<file path="src/rtl/fetch_pkg.sv">
// fetch_pkg: shared types and constants for the fetch controller
package fetch_pkg;
    typedef enum logic [1:0] {IDLE, RUN, HALT, FAULT} state_t;
    typedef enum logic [1:0] {FC_NONE = 2'd0, FC_MISALIGN = 2'd1, FC_RANGE = 2'd2} fault_code_t;
    localparam logic [31:0] SENTINEL    = 32'hFFFF_FFFF;
    localparam logic [31:0] INSTR_BYTES = 32'd4;
endpackage

</file>
<file path="src/rtl/fetch_ctrl_if.sv">
// fetch_ctrl_if: instruction-memory bus plus the valid/ready fetch output toward decode
interface fetch_ctrl_if;
    logic [31:0] imem_addr;
    logic [31:0] imem_instr;
    logic        imem_last;
    logic        if_valid;
    logic        if_ready;
    logic [31:0] if_instr;
    logic [31:0] if_pc;
    modport master (output imem_addr, if_valid, if_instr, if_pc, input imem_instr, imem_last, if_ready);
    modport slave  (input imem_addr, if_valid, if_instr, if_pc, output imem_instr, imem_last, if_ready);
endinterface

</file>
<file path="src/rtl/fetch_ctrl.sv">
// fetch_ctrl: PC sequencer with one-entry registered fetch output, redirect, stall, halt and fault
module fetch_ctrl
    import fetch_pkg::*;
#(
    parameter logic [31:0] RESET_PC  = 32'h0000_0000,
    parameter int unsigned MEM_BYTES = 128
) (
    input  logic         clk,
    input  logic         rst_n,
    input  logic         start,
    input  logic         stall,
    input  logic         redirect_valid,
    input  logic [31:0]  redirect_pc,
    fetch_ctrl_if.master bus,
    output logic         halted,
    output logic         fault,
    output logic [1:0]   fault_code,
    output logic [15:0]  fetch_count
);
    localparam logic [31:0] LAST_PC = 32'(MEM_BYTES) - INSTR_BYTES;
    state_t      r_state, w_state_n;
    fault_code_t r_code, w_code_n;
    logic [31:0] r_pc, w_pc_n;
    logic [31:0] r_if_instr, w_if_instr_n;
    logic [31:0] r_if_pc, w_if_pc_n;
    logic        r_if_valid, w_if_valid_n;
    logic [15:0] r_count, w_count_n;
    logic        w_xfer, w_in_range, w_sentinel, w_capture;

    assign w_xfer     = r_if_valid && bus.if_ready;
    assign w_in_range = r_pc <= LAST_PC;
    assign w_sentinel = (bus.imem_instr == SENTINEL) || bus.imem_last;
    assign w_capture  = (r_state == RUN) && !redirect_valid && !stall && (!r_if_valid || bus.if_ready)
                        && w_in_range && !w_sentinel;

    always_ff @(posedge clk) begin
        if (!rst_n) begin
            r_state    <= IDLE;
            r_code     <= FC_NONE;
            r_pc       <= RESET_PC;
            r_if_valid <= 1'b0;
            r_if_instr <= '0;
            r_if_pc    <= '0;
            r_count    <= '0;
        end else begin
            r_state    <= w_state_n;
            r_code     <= w_code_n;
            r_pc       <= w_pc_n;
            r_if_valid <= w_if_valid_n;
            r_if_instr <= w_if_instr_n;
            r_if_pc    <= w_if_pc_n;
            r_count    <= w_count_n;
        end
    end

    // a transfer empties the entry unless a capture refills it in the same cycle
    always_comb begin
        w_state_n    = r_state;
        w_code_n     = r_code;
        w_pc_n       = r_pc;
        w_if_valid_n = r_if_valid && !w_xfer;
        w_if_instr_n = r_if_instr;
        w_if_pc_n    = r_if_pc;
        w_count_n    = r_count;
        case (r_state)
            RUN: begin
                if (redirect_valid) begin
                    if (redirect_pc[1:0] != 2'b00) begin
                        w_state_n = FAULT;
                        w_code_n  = FC_MISALIGN;
                    end else begin
                        w_pc_n       = redirect_pc;
                        w_if_valid_n = 1'b0;
                    end
                end else if (!stall) begin
                    if (!w_in_range) begin
                        w_state_n = FAULT;
                        w_code_n  = FC_RANGE;
                    end else if (w_sentinel) begin
                        w_state_n = HALT;
                    end else if (w_capture) begin
                        w_if_instr_n = bus.imem_instr;
                        w_if_pc_n    = r_pc;
                        w_if_valid_n = 1'b1;
                        w_pc_n       = r_pc + INSTR_BYTES;
                        w_count_n    = r_count + 16'd1;
                    end
                end
            end
            default: begin
                if (start) begin
                    w_state_n    = RUN;
                    w_pc_n       = RESET_PC;
                    w_if_valid_n = 1'b0;
                    w_code_n     = FC_NONE;
                    w_count_n    = '0;
                end
            end
        endcase
    end

    assign bus.imem_addr = r_pc;
    assign bus.if_valid  = r_if_valid;
    assign bus.if_instr  = r_if_instr;
    assign bus.if_pc     = r_if_pc;
    assign halted        = r_state == HALT;
    assign fault         = r_state == FAULT;
    assign fault_code    = r_code;
    assign fetch_count   = r_count;
endmodule
</file>
<file path="src/flat_wrapper.sv">
// flat-port wrapper written by rule: the top's interface ports become plain ports
module fetch_ctrl_flat import fetch_pkg::*;
#(
    parameter logic [31:0] RESET_PC  = 32'h0000_0000,
    parameter int unsigned MEM_BYTES = 128
)
  (clk, rst_n, start, stall, redirect_valid, redirect_pc, halted, fault, fault_code, fetch_count, bus_imem_addr, bus_if_valid, bus_if_instr, bus_if_pc, bus_imem_instr, bus_imem_last, bus_if_ready);
  fetch_ctrl_if bus_i ();
  input  logic clk;
  input  logic rst_n;
  input  logic start;
  input  logic stall;
  input  logic redirect_valid;
  input  logic [31:0] redirect_pc;
  output logic halted;
  output logic fault;
  output logic [1:0] fault_code;
  output logic [15:0] fetch_count;
  output wire logic [$bits(bus_i.imem_addr)-1:0] bus_imem_addr;
  output wire logic [$bits(bus_i.if_valid)-1:0] bus_if_valid;
  output wire logic [$bits(bus_i.if_instr)-1:0] bus_if_instr;
  output wire logic [$bits(bus_i.if_pc)-1:0] bus_if_pc;
  input wire logic [$bits(bus_i.imem_instr)-1:0] bus_imem_instr;
  input wire logic [$bits(bus_i.imem_last)-1:0] bus_imem_last;
  input wire logic [$bits(bus_i.if_ready)-1:0] bus_if_ready;
  assign bus_imem_addr = bus_i.imem_addr;
  assign bus_if_valid = bus_i.if_valid;
  assign bus_if_instr = bus_i.if_instr;
  assign bus_if_pc = bus_i.if_pc;
  assign bus_i.imem_instr = bus_imem_instr;
  assign bus_i.imem_last = bus_imem_last;
  assign bus_i.if_ready = bus_if_ready;
  fetch_ctrl #(.RESET_PC(RESET_PC), .MEM_BYTES(MEM_BYTES)) u_core (.clk(clk), .rst_n(rst_n), .start(start), .stall(stall), .redirect_valid(redirect_valid), .redirect_pc(redirect_pc), .bus(bus_i), .halted(halted), .fault(fault), .fault_code(fault_code), .fetch_count(fetch_count));
endmodule
</file>
<file path="config.mk">
export PLATFORM = sky130hd
export DESIGN_NAME = fetch_ctrl_flat
export DESIGN_NICKNAME = d
export VERILOG_FILES = /design/src/rtl/fetch_pkg.sv /design/src/rtl/fetch_ctrl_if.sv /design/src/rtl/fetch_ctrl.sv /design/src/flat_wrapper.sv
export SDC_FILE = /design/constraint.sdc
export NUM_CORES = 1
export LEC_CHECK = 0
export ABC_AREA = 1
export CORE_MARGIN = 8
export CORE_UTILIZATION = 40
export DETAILED_ROUTE_END_ITERATION = 8
export PLACE_DENSITY = 0.74
export SLEW_MARGIN = 10
export SYNTH_ARGS = -nofsm -noshare
export SYNTH_HDL_FRONTEND = slang
export SYNTH_SLANG_ARGS = --single-unit
</file>
<file path="constraint.sdc">
create_clock -name clk -period 1.6 [get_ports clk]
set_input_delay 0.32 -clock clk [delete_from_list [all_inputs] [get_ports clk]]
set_output_delay 0.32 -clock clk [all_outputs]
set_load 0.02 [all_outputs]
</file>
==> impl_summary.log, run 1 <==
INFO  metric vias_in_the_first_global_route = 6392
INFO  metric clk_root_buffer_cell = sky130_fd_sc_hd__clkbuf_16
INFO  metric layout-area-overhead-vs-synth = 71.0%
INFO  metric die_h = 135 um
INFO  metric placedInstanceArea = between 8000 and 9000 um^2
INFO  metric critical_path.endpoint_type = flip-flop
INFO  metric cpMaxStageDelayCell = sky130_fd_sc_hd__dfxtp_1
INFO  metric post-route-util = 70.0%
INFO  metric vias_per_cell = 5.02
INFO  metric post_route_cells_drive_above_1_share = 22.4%
INFO  metric violations = setup timing
INFO  metric worst_skew_pair.late_latency = between 0.4 and 0.5 ns
INFO  metric cp.arrival = between 2 and 2.5 ns
INFO  metric critical_path.max_fanout = 11
INFO  metric top_post_synthesis_cells_by_count = sky130_fd_sc_hd__nand2_1 (270), sky130_fd_sc_hd__nor2_1 (144), sky130_fd_sc_hd__dfxtp_1 (117)
INFO  metric track_usage = 21.8%
INFO  metric final.fill_count = roughly 1.1k
INFO  metric final.period_utilization = 113%
INFO  metric sinks_on_clock_net = 117
INFO  metric skew = 0.00648 ns
INFO  metric post_synth_num_cell_types = 36
INFO  metric critical_path_source_type = flip-flop
INFO  metric synthDominantAreaCellType = sky130_fd_sc_hd__dfxtp_1
INFO  metric grt_max_degree = 47
INFO  metric mappedNetlistArea = ~5700 um^2
INFO  metric fin_crit = 1.80 ns
INFO  metric fraction_of_power_consumed_by_the_clock_network = 42.9%
INFO  metric port_buffers = 187
INFO  metric synth.avg_cell_area = 6.57 um^2
INFO  metric cts_made_buffers = 17
INFO  metric synth-adder-area-share = less than 1%
INFO  metric syn-num-nets = roughly 940
INFO  metric timing.reg2reg.setup_slack = -0.20 ns
INFO  metric h-tree-depth = 4
INFO  metric net-switching-power = 2.45 mW
INFO  metric postSynthRegisterBits = 117
INFO  metric setup-tns-final = -12.50 ns
INFO  metric crit-reg2reg-capture = u_core.fetch_count[6]$_SDFFE_PN0P_
INFO  metric synth-simple-area-share = 37.7%
INFO  metric antenna_found_initial = 0
INFO  metric finalMaxSlewViolations = 0
INFO  metric holdCritPathClass = in -> reg
INFO  metric yosys_warnings = 0
INFO  metric boundaryPins = 188
INFO  metric worstRegToRegCells = 10
INFO  metric synth-xor-area-share = 1.84%
INFO  metric top_area_cell_type_share_of_the_netlist_area = 41.1%
INFO  metric worst_path_dominant_cell_family = simple AND/OR/NAND/NOR gates
INFO  metric wl_per_cell = 16.0 um
INFO  metric holdPathStages = 3
INFO  metric timing.final.hold_violations = 0
INFO  metric cp_slowest_stage_delay = 0.33 ns
INFO  metric starting_density_of_the_core = around two fifths
INFO  metric crit_start = u_core.bus.imem_addr[26]$_SDFFE_PN0P_
INFO  metric postLayoutSetupSlackWorst = -0.200 ns
INFO  metric design.core.area = 13900 um^2
INFO  metric globalRoute.totalOverflow = 0
INFO  metric timing.setup.critical_path_class = reg -> reg
INFO  metric drc = 0
INFO  metric drt_first_iter_violations = 416
INFO  metric numPlacedInstances = 1314
INFO  metric worst_tran_pin_value = 0.374 ns
INFO  metric dieWidth = 135 um
INFO  metric critPathBufInv = 3
INFO  metric power.combinational.fraction = 21.5%
INFO  metric holdCritStartpoint = bus_imem_instr[24]
INFO  metric fmaxAchievable = 556 MHz
INFO  metric power.sequential.fraction = 35.6%
INFO  metric relative_slew_slack = 74.9%
INFO  metric drt_pass1_iterations = 5
INFO  metric synth_async_sr_flop_share = 0%
INFO  metric rr_startpoint = u_core.bus.imem_addr[26]$_SDFFE_PN0P_
INFO  metric grt_first_pass_wirelength = 31900 um
INFO  metric place_congestion = about 0.87
INFO  metric antenna-diode-count = 0
INFO  metric synth_top_family_by_area = simple AND/OR/NAND/NOR gates
INFO  metric cap_viol_max_count = 0
INFO  metric internal_power = 6.25 mW
INFO  metric routed_wirelength = 21900 um
INFO  metric cts.reportedPaths.clkPinSlew = 0.05 ns
INFO  metric synth_edf_count = 0
INFO  metric cp.required = 1.95 ns
INFO  metric area_of_the_die = approximately 18000 um^2
INFO  metric synth_most_common_cell = sky130_fd_sc_hd__nand2_1
INFO  metric swShare = 28.2%
INFO  metric status = finished, violations left
INFO  metric synth_sequential_area_ratio = around 40%
INFO  metric cellPowerDensity = 892 nW/um^2
INFO  metric report.power.total = just under 9 mW
INFO  metric number_of_buffers_on_the_longest_clock_path = 2
INFO  metric syn_inst = approximately 870
INFO  metric grt_setup_unrepaired = yes
INFO  metric setup_viol = 111
INFO  metric tritoncts = yes
INFO  metric hold_path_end = u_core.bus.if_instr[24]$_SDFFE_PN0P_
INFO  metric dpl.hpwl = ~15000 um
INFO  metric cp_cell_sequence = nor2_1 > nand3_2 > nor2_4 > buf_4 > nand4_1 > nor2_4 > buf_12 > buf_12 > nand4_1 > a21oi_1
INFO  metric synth-main-ff-cell = sky130_fd_sc_hd__dfxtp_1
INFO  metric fp_rows = 43
INFO  metric synth_compound_area_share = 10.2%
INFO  metric num_vias = about 6.8k
INFO  metric muxShareOfSynthArea = 0%
INFO  metric static_leakage = between 4 and 5 nW
INFO  metric ctsHoldBuffers = 0
INFO  metric instances_no_fill = 1364
INFO  metric num-nets-final = 1246
INFO  metric antenna_left = 0
INFO  metric synth_area_leaders = sky130_fd_sc_hd__dfxtp_1 (41%), sky130_fd_sc_hd__nand2_1 (18%), sky130_fd_sc_hd__nor2_1 (9.5%)
INFO  metric post-route-cell-area = 9760 um^2
INFO  metric peakVddDrop = 0.790 mV
-- registers in the layout, indices dropped and copies added (netlist names) --
name	cells
u_core.bus.if_instr	32
u_core.bus.if_pc	32
u_core.bus.if_valid	1
u_core.bus.imem_addr	32
u_core.fault_code	2
u_core.fetch_count	16
u_core.r_state	2
-- routing by layer --
metal	track usage [%]	part of all wire, %	vias to the layer above
li1	-	-	3377
met1	24.6	39	3147
met2	36.5	50	260
met3	5.90	6.9	57
met4	12.5	3.9	0
met5	0	0	-
-- placed cells by master (no fill, tap or decap), types with 12 or more instances in the layout --
| cell | n |
|---|---|
| sky130_fd_sc_hd__o21ai_0 | 18 |
| sky130_fd_sc_hd__clkdlybuf4s15_1 | 15 |
| sky130_fd_sc_hd__nor2_2 | 14 |
| sky130_fd_sc_hd__nor2_1 | 124 |
| sky130_fd_sc_hd__nand2_1 | 263 |
| sky130_fd_sc_hd__clkdlybuf4s50_1 | 42 |
| sky130_fd_sc_hd__dlygate4sd2_1 | 113 |
| sky130_fd_sc_hd__dfxtp_1 | 106 |
| sky130_fd_sc_hd__nand4_1 | 26 |
| sky130_fd_sc_hd__nand3_1 | 39 |
| sky130_fd_sc_hd__dlymetal6s2s_1 | 12 |
| sky130_fd_sc_hd__a21oi_1 | 56 |
| sky130_fd_sc_hd__buf_4 | 104 |
| sky130_fd_sc_hd__a21oi_2 | 20 |
| sky130_fd_sc_hd__clkbuf_16 | 22 |
| sky130_fd_sc_hd__buf_12 | 12 |
| sky130_fd_sc_hd__inv_1 | 70 |
| sky130_fd_sc_hd__nor2_4 | 12 |
-- per-stage QoR --
step,worst slack (ns),hold slack (ns)
6_report,-0.200,0.201
2_1_floorplan,-0.0308,0.467
4_1_cts,-0.177,0.293
5_1_grt,-0.330,0.202
3_3_place_gp,-0.587,0.425
3_5_place_dp,-0.637,0.429
-- kinds of logic after synthesis --
family | after synthesis
and+or+nand+nor | 512
DFF | 117
buffers and inverters | 115
AOI/OAI and AO/OA | 110
xor gates and xnor gates | 12
adders and majority gates | 2
-- timing repair --
| action | CTS | global route |
|---|---|---|
| setup buffers | 6 | 9 |
| endpoints found under the hold margin | 0 | 0 |
| pin swaps | 20 | 36 |
| cloned | 3 | 5 |
| resized for setup | 182 | 91 |
| endpoints found under the setup margin | 230 | 132 |
-- worst max path at each step --
stage / to / slack, ns / cells past startpoint
3_3_place_gp: u_core.bus.imem_addr[5]$_SDFFE_PN0P_ / -0.59 / 13
2_1_floorplan: u_core.bus.imem_addr[10]$_SDFFE_PN0P_ / -0.03 / 12
6_report: u_core.fetch_count[6]$_SDFFE_PN0P_ / -0.20 / 10
3_5_place_dp: u_core.bus.imem_addr[6]$_SDFFE_PN0P_ / -0.64 / 13
5_1_grt: u_core.fetch_count[13]$_SDFFE_PN0P_ / -0.33 / 10
4_1_cts: u_core.bus.imem_addr[8]$_SDFFE_PN0P_ / -0.18 / 12
-- power by group through the flow --
stage / Sequential (mW) / Combinational [mW] / Clock (mW)
6_report: 3.10 / 1.87 / 3.73
5_1_grt: 3.11 / 2.02 / 3.90
4_1_cts: 3.09 / 1.73 / 3.75
3_5_place_dp: 3.14 / 1.66 / 0
3_3_place_gp: 3.14 / 1.64 / 0
2_1_floorplan: 3.28 / 0.641 / 0
-- final cells by class --
type / count / area [um^2] / share of cell area (%)
clock inverters: 7 / 70.1 / 0.718
clock buffers: 23 / 509 / 5.22
multi-input cells: 638 / 3210 / 32.9
well taps: 180 / 225 / 2.31
inverters: 78 / 298 / 3.05
repair buffers: 321 / 3080 / 31.5
flip-flops and latches: 117 / 2360 / 24.2
-- worst min-delay path: cells and delay by family --
| kind | cells | cell delay (ns) |
|---|---|---|
| AOI/OAI and AO/OA | 1 | 0.04 |
| and+or+nand+nor | 1 | 0.07 |
| buffers and inverters | 1 | 0.14 |
Power figures use the tool's default switching activity.
==> inputs of run 2 (changes only) <==
--- a/config.mk
+++ b/config.mk
@@ -10,6 +10,7 @@
 export CORE_UTILIZATION = 40
 export DETAILED_ROUTE_END_ITERATION = 8
 export PLACE_DENSITY = 0.74
+export REMOVE_ABC_BUFFERS = 1
 export SLEW_MARGIN = 10
 export SYNTH_ARGS = -nofsm -noshare
 export SYNTH_HDL_FRONTEND = slang
==> run 2 against run 1 <==
Net effect: the run still ends with setup timing left; count of clock-buffer cells in the layout decreased by 1; critical path depth rose by 2; non-clock buffer count grew 15; highest routed layer unchanged.
==> impl_summary.log, run 2 (same netlist as run 1, synthesis figures left out) <==
INFO  metric status = finished, violations left
INFO  metric holdCritPathClass = in -> reg
INFO  metric report.power.total = 8.97 mW
INFO  metric grt_setup_unrepaired = yes
INFO  metric skew = between 0.015 and 0.02 ns
INFO  metric boundaryPins = ~190
INFO  metric post_route_cells_drive_above_1_share = roughly 29%
INFO  metric post-route-cell-area = 10300 um^2
INFO  metric final.fill_count = around 1.0k
INFO  metric port_buffers = about 190
INFO  metric vias_in_the_first_global_route = 6696
INFO  metric cts_made_buffers = 17
INFO  metric cp.arrival = 2.21 ns
INFO  metric placedInstanceArea = about 8600 um^2
INFO  metric setup_viol = 113
INFO  metric violations = setup timing
INFO  metric num_vias = ~7.2k
INFO  metric die_h = 135 um
INFO  metric place_congestion = 0.926
INFO  metric starting_density_of_the_core = 40.9%
INFO  metric cap_viol_max_count = 0
INFO  metric grt_max_degree = 36
INFO  metric critical_path.endpoint_type = flip-flop
INFO  metric power.sequential.fraction = approximately 35%
INFO  metric area_of_the_die = ~18000 um^2
INFO  metric peakVddDrop = 0.806 mV
INFO  metric sinks_on_clock_net = 117
INFO  metric wl_met2 = 11400 um
INFO  metric drt_pass1_iterations = 5
INFO  metric cellPowerDensity = 873 nW/um^2
INFO  metric net-switching-power = 2.53 mW
INFO  metric critical_path.max_fanout = 8
INFO  metric route.top_layer_used = met4
INFO  metric dieWidth = between 100 and 150 um
INFO  metric track_usage = 23.0%
INFO  metric drc = 0
INFO  metric vias_per_cell = 5.19
INFO  metric fraction_of_power_consumed_by_the_clock_network = 42.8%
INFO  metric design.core.area = 13900 um^2
INFO  metric critical_path_source_type = flip-flop
INFO  metric wl_met1 = 9010 um
INFO  metric timing.final.hold_violations = 0
INFO  metric cts.reportedPaths.clkPinSlew = 0.06 ns
INFO  metric number_of_buffers_on_the_longest_clock_path = 2
INFO  metric fmaxAchievable = around 530 MHz
INFO  metric swShare = 28.2%
INFO  metric clk_root_buffer_cell = sky130_fd_sc_hd__clkbuf_16
INFO  metric worst_tran_pin_value = 0.426 ns
INFO  metric worst_skew_pair.late_latency = approximately 0.42 ns
INFO  metric fin_crit = 1.88 ns
INFO  metric antenna_left = 0
INFO  metric final.period_utilization = 117%
INFO  metric multi_input_area = 3550 um^2
INFO  metric post-route-util = between 70% and 80%
INFO  metric ctsHoldBuffers = 0
INFO  metric grt_first_pass_wirelength = about 34000 um
INFO  metric static_leakage = a little over 5 nW
INFO  metric fp_rows = 43
INFO  metric h-tree-depth = 4
INFO  metric mostFrequentLayoutCell = sky130_fd_sc_hd__nand2_1
INFO  metric final_cell_mix = sky130_fd_sc_hd__nand2_1 (233), sky130_fd_sc_hd__buf_4 (119), sky130_fd_sc_hd__nor2_1 (115)
INFO  metric dr_wl_met3 = 1850 um
INFO  metric routed_wirelength = about 23000 um
INFO  metric layout-area-overhead-vs-synth = 80.2%
INFO  metric dpl.hpwl = 14900 um
INFO  metric timing.setup.critical_path_class = reg -> reg
INFO  metric globalRoute.totalOverflow = 0
INFO  metric finalMaxSlewViolations = 0
INFO  metric num-nets-final = 1265
INFO  metric cp.required = 1.94 ns
INFO  metric wl_per_cell = 16.8 um
INFO  metric postLayoutSetupSlackWorst = -0.276 ns
INFO  metric drt_first_iter_violations = 635
INFO  metric relative_slew_slack = between 70% and 80%
INFO  metric tritoncts = yes
INFO  metric internal_power = 6.44 mW
INFO  metric antenna_found_initial = 1
INFO  metric regArea = 2360 um^2
INFO  metric power.combinational.fraction = 22.6%
[run 2: area by class of cell]
type,count,area share (%)
repair buffers,336,31.6
clock inverters,9,1.24
well taps,180,2.19
clock buffers,22,4.52
inverters,78,2.92
multi-input cells,642,34.5
diodes,1,0.0243
flip-flops and latches,117,23.0
[run 2: per-stage QoR]
step           TNS (ns)  hold slack (ns)  setup WS, ns  std cells
2_1_floorplan    -67.74            0.440        -0.967        831
3_3_place_gp     -58.26            0.424        -0.566       1318
3_5_place_dp     -59.11            0.425        -0.611       1318
4_1_cts          -14.63            0.330        -0.197       1366
5_1_grt          -29.65            0.211        -0.369       1385
6_report         -20.33            0.205        -0.276       1385
[run 2: final timing paths]
check | slack (ns) | from | endpoint | cells past startpoint
worst max-delay path | -0.28 | u_core.bus.imem_addr[2]$_SDFFE_PN0P_ | u_core.bus.if_instr[4]$_SDFFE_PN0P_ | 12
worst min-delay path | 0.20 | bus_imem_instr[12] | u_core.bus.if_instr[12]$_SDFFE_PN0P_ | 3
worst max register to register | -0.28 | u_core.bus.imem_addr[2]$_SDFFE_PN0P_ | u_core.bus.if_instr[4]$_SDFFE_PN0P_ | 12
worst min register to register | 0.43 | u_core.bus.if_pc[15]$_SDFFE_PN0P_ | u_core.bus.if_pc[15]$_SDFFE_PN0P_ | 2
[run 2: worst max-delay path: stages, from the launching register on]
cell and delay, ns:
sky130_fd_sc_hd__dfxtp_2 0.33, sky130_fd_sc_hd__ha_4 0.17, sky130_fd_sc_hd__nand3_4 0.10, sky130_fd_sc_hd__nor2_4 0.06
sky130_fd_sc_hd__nor2_4 0.15, sky130_fd_sc_hd__buf_6 0.11, sky130_fd_sc_hd__nand4_1 0.13, sky130_fd_sc_hd__nor2_4 0.16
sky130_fd_sc_hd__buf_12 0.13, sky130_fd_sc_hd__buf_12 0.11, sky130_fd_sc_hd__buf_12 0.12, sky130_fd_sc_hd__nand2_1 0.06
sky130_fd_sc_hd__a21oi_1 0.17
[run 2: power by group through the flow]
stage          clock network, mW  registers, mW  logic (mW)
6_report                    3.84           3.10        2.03
5_1_grt                     4.02           3.11        2.17
4_1_cts                     3.89           3.09        1.80
3_5_place_dp                   0           3.13        1.67
3_3_place_gp                   0           3.13        1.65
2_1_floorplan                  0           3.27       0.577
[run 2: layer usage]
metal	GRT usage (%)	vias to the layer above
met5	0	-
met4	11.1	0
met3	5.90	82
met2	38.0	348
met1	27.3	3329
li1	-	3427
[run 2: repair_timing]
action	in CTS	in global routing
gates cloned	8	6
gates resized for setup	193	184
pin swaps	15	72
buffers inserted	10	15
endpoints found under the setup margin	230	132
==> inputs of run 3 (changes only) <==
--- a/config.mk
+++ b/config.mk
@@ -9,9 +9,9 @@
 export CORE_MARGIN = 8
 export CORE_UTILIZATION = 40
 export DETAILED_ROUTE_END_ITERATION = 8
-export PLACE_DENSITY = 0.74
+export PLACE_DENSITY = 0.71
 export REMOVE_ABC_BUFFERS = 1
-export SLEW_MARGIN = 10
+export SLEW_MARGIN = 20
 export SYNTH_ARGS = -nofsm -noshare
 export SYNTH_HDL_FRONTEND = slang
 export SYNTH_SLANG_ARGS = --single-unit
==> constraint.sdc (replaced) <==
create_clock -name clk -period 1.9 [get_ports clk]
set_input_delay 0.38 -clock clk [delete_from_list [all_inputs] [get_ports clk]]
set_output_delay 0.38 -clock clk [all_outputs]
set_load 0.02 [all_outputs]
==> run 3 against run 2 <==
Net effect: the run now ends clean; first-iteration DRC count shrank 17%; power shrank 18%; worst setup slack better by 0.32 ns; sequential share of layout area increased by 2.4 points; register-to-register slack better by 0.36 ns; critical endpoint is now bus_imem_addr[26]; largest cell class unchanged.
==> impl_summary.log, run 3 (same netlist as run 1, synthesis figures left out) <==
INFO  metric status = complete, no violations
INFO  metric port_buffers = 187
INFO  metric vias_in_the_first_global_route = 5882
INFO  metric mostFrequentLayoutCell = sky130_fd_sc_hd__nand2_1
INFO  metric postLayoutSetupSlackWorst = between 0.03 and 0.04 ns
INFO  metric fmaxAchievable = around 540 MHz
INFO  metric cp.arrival = 1.48 ns
INFO  metric drt_first_iter_violations = 524
INFO  metric dieWidth = between 100 and 150 um
INFO  metric cts_made_buffers = 17
INFO  metric antenna_found_initial = 0
INFO  metric worst_skew_pair.late_latency = 0.41 ns
INFO  metric critical_path_source_type = flip-flop
INFO  metric clk_root_buffer_cell = sky130_fd_sc_hd__clkbuf_16
INFO  metric post_route_cells_drive_above_1_share = 14.2%
INFO  metric sinks_on_clock_net = 117
INFO  metric antenna_left = 0
INFO  metric timing.setup.critical_path_class = reg -> out
INFO  metric worstRegToRegCells = 12
INFO  metric timing.final.hold_violations = 0
INFO  metric num_vias = 6500
INFO  metric drc = 0
INFO  metric design.core.area = between 10000 and 15000 um^2
INFO  metric tritoncts = yes
INFO  metric vias_per_cell = 4.92
INFO  metric grt_max_degree = between 60 and 70
INFO  metric holdCritPathClass = in -> reg
INFO  metric relative_slew_slack = 71.8%
INFO  metric peakVddDrop = 0.693 mV
INFO  metric routed_wirelength = between 20000 and 25000 um
INFO  metric worst_tran_pin_value = ~0.42 ns
INFO  metric report.power.total = 7.39 mW
INFO  metric finalMaxSlewViolations = 0
INFO  metric globalRoute.totalOverflow = 0
INFO  metric ctsHoldBuffers = 0
INFO  metric cp.required = 1.52 ns
INFO  metric final.period_utilization = 98.0%
INFO  metric num-nets-final = approximately 1.2k
INFO  metric grt_first_pass_wirelength = 30100 um
INFO  metric place_congestion = between 0.8 and 0.9
INFO  metric cap_viol_max_count = 0
INFO  metric critical_path.max_fanout = 3
INFO  metric setup_viol = 0
INFO  metric layout-area-overhead-vs-synth = 61.6%
INFO  metric skew = ~0.0079 ns
INFO  metric boundaryPins = 188
INFO  metric die_h = approximately 140 um
INFO  metric area_of_the_die = 18300 um^2
INFO  metric static_leakage = 4.24 nW
INFO  metric fp_rows = 43
INFO  metric dpl.hpwl = roughly 14000 um
INFO  metric fin_crit = between 1.5 and 2 ns
INFO  metric wl_per_cell = 15.4 um
INFO  metric final_cell_mix = sky130_fd_sc_hd__nand2_1 (269), sky130_fd_sc_hd__clkdlybuf4s50_1 (151), sky130_fd_sc_hd__nor2_1 (133)
INFO  metric track_usage = 20.6%
INFO  metric cts.reportedPaths.clkPinSlew = ~0.06 ns
INFO  metric drt_pass1_iterations = 5
INFO  metric holdPathStages = 4
INFO  metric starting_density_of_the_core = 40.9%
INFO  metric critical_path.endpoint_type = primary output
INFO  metric number_of_buffers_on_the_longest_clock_path = 2
INFO  metric cellPowerDensity = 801 nW/um^2
INFO  metric h-tree-depth = 4
INFO  metric antenna-diode-count = 0
INFO  metric detailedPlace.worstSlack = -0.404 ns
-- run 3: metrics by stage --
step	cell area, um^2	hold WS [ns]	utilization [%]	TNS [ns]	std cells
after detailed placement	8290	0.427	59.5	-37.74	1281
final	9220	0.406	66.2	0	1321
after global routing	9220	0.402	66.2	-0.347	1321
after global placement	8290	0.425	59.5	-33.75	1281
after floorplan	5510	0.492	-	-33.89	831
after CTS	8920	0.437	64.0	0	1313
-- run 3: what timing repair did --
item                       4_1_cts  5_1_grt
gates cloned                     0        6
hold endpoints to repair         0        0
resized for setup               10       52
setup buffers                    0        2
pin swaps                        0        9
setup endpoints to repair        9      129
-- run 3: critical path: stages, from the launching register on --
cell,delay (ns)
sky130_fd_sc_hd__dfxtp_1,0.34
sky130_fd_sc_hd__buf_4,0.13
sky130_fd_sc_hd__clkdlybuf4s50_1,0.60
-- run 3: path summary, 6_finish.rpt --
kind / start / to / slack (ns)
worst min register to register: u_core.bus.if_pc[25]$_SDFFE_PN0P_ / u_core.bus.if_pc[25]$_SDFFE_PN0P_ / 0.44
worst max-delay path: u_core.bus.imem_addr[26]$_SDFFE_PN0P_ / bus_imem_addr[26] / 0.04
worst max register to register: u_core.bus.imem_addr[3]$_SDFFE_PN0P_ / u_core.bus.imem_addr[14]$_SDFFE_PN0P_ / 0.08
worst min-delay path: bus_imem_instr[10] / u_core.bus.if_instr[10]$_SDFFE_PN0P_ / 0.41
-- run 3: metal layers --
layer	routed length [um]	global-route usage, %	vias up
li1	-	-	3296
met3	1420	6.01	21
met2	10000	34.1	226
met4	376	7.34	0
met1	8540	25.0	2957
met5	0	0	-
-- run 3: report_power, final --
part | switching, mW | internal, mW | leakage (nW)
logic | 0.745 | 0.594 | 2.99
clock network | 1.21 | 2.24 | 0.299
registers | 0.0634 | 2.53 | 0.948
-- run 3: final cells by class --
cell class,instances,area (um^2)
fill,1212,4710
multi-input combinational,638,2960
timing repair buffer,276,2760
sequential,117,2340
clock buffer,18,439
inverter,78,295
tap,180,225
clock inverter,14,199
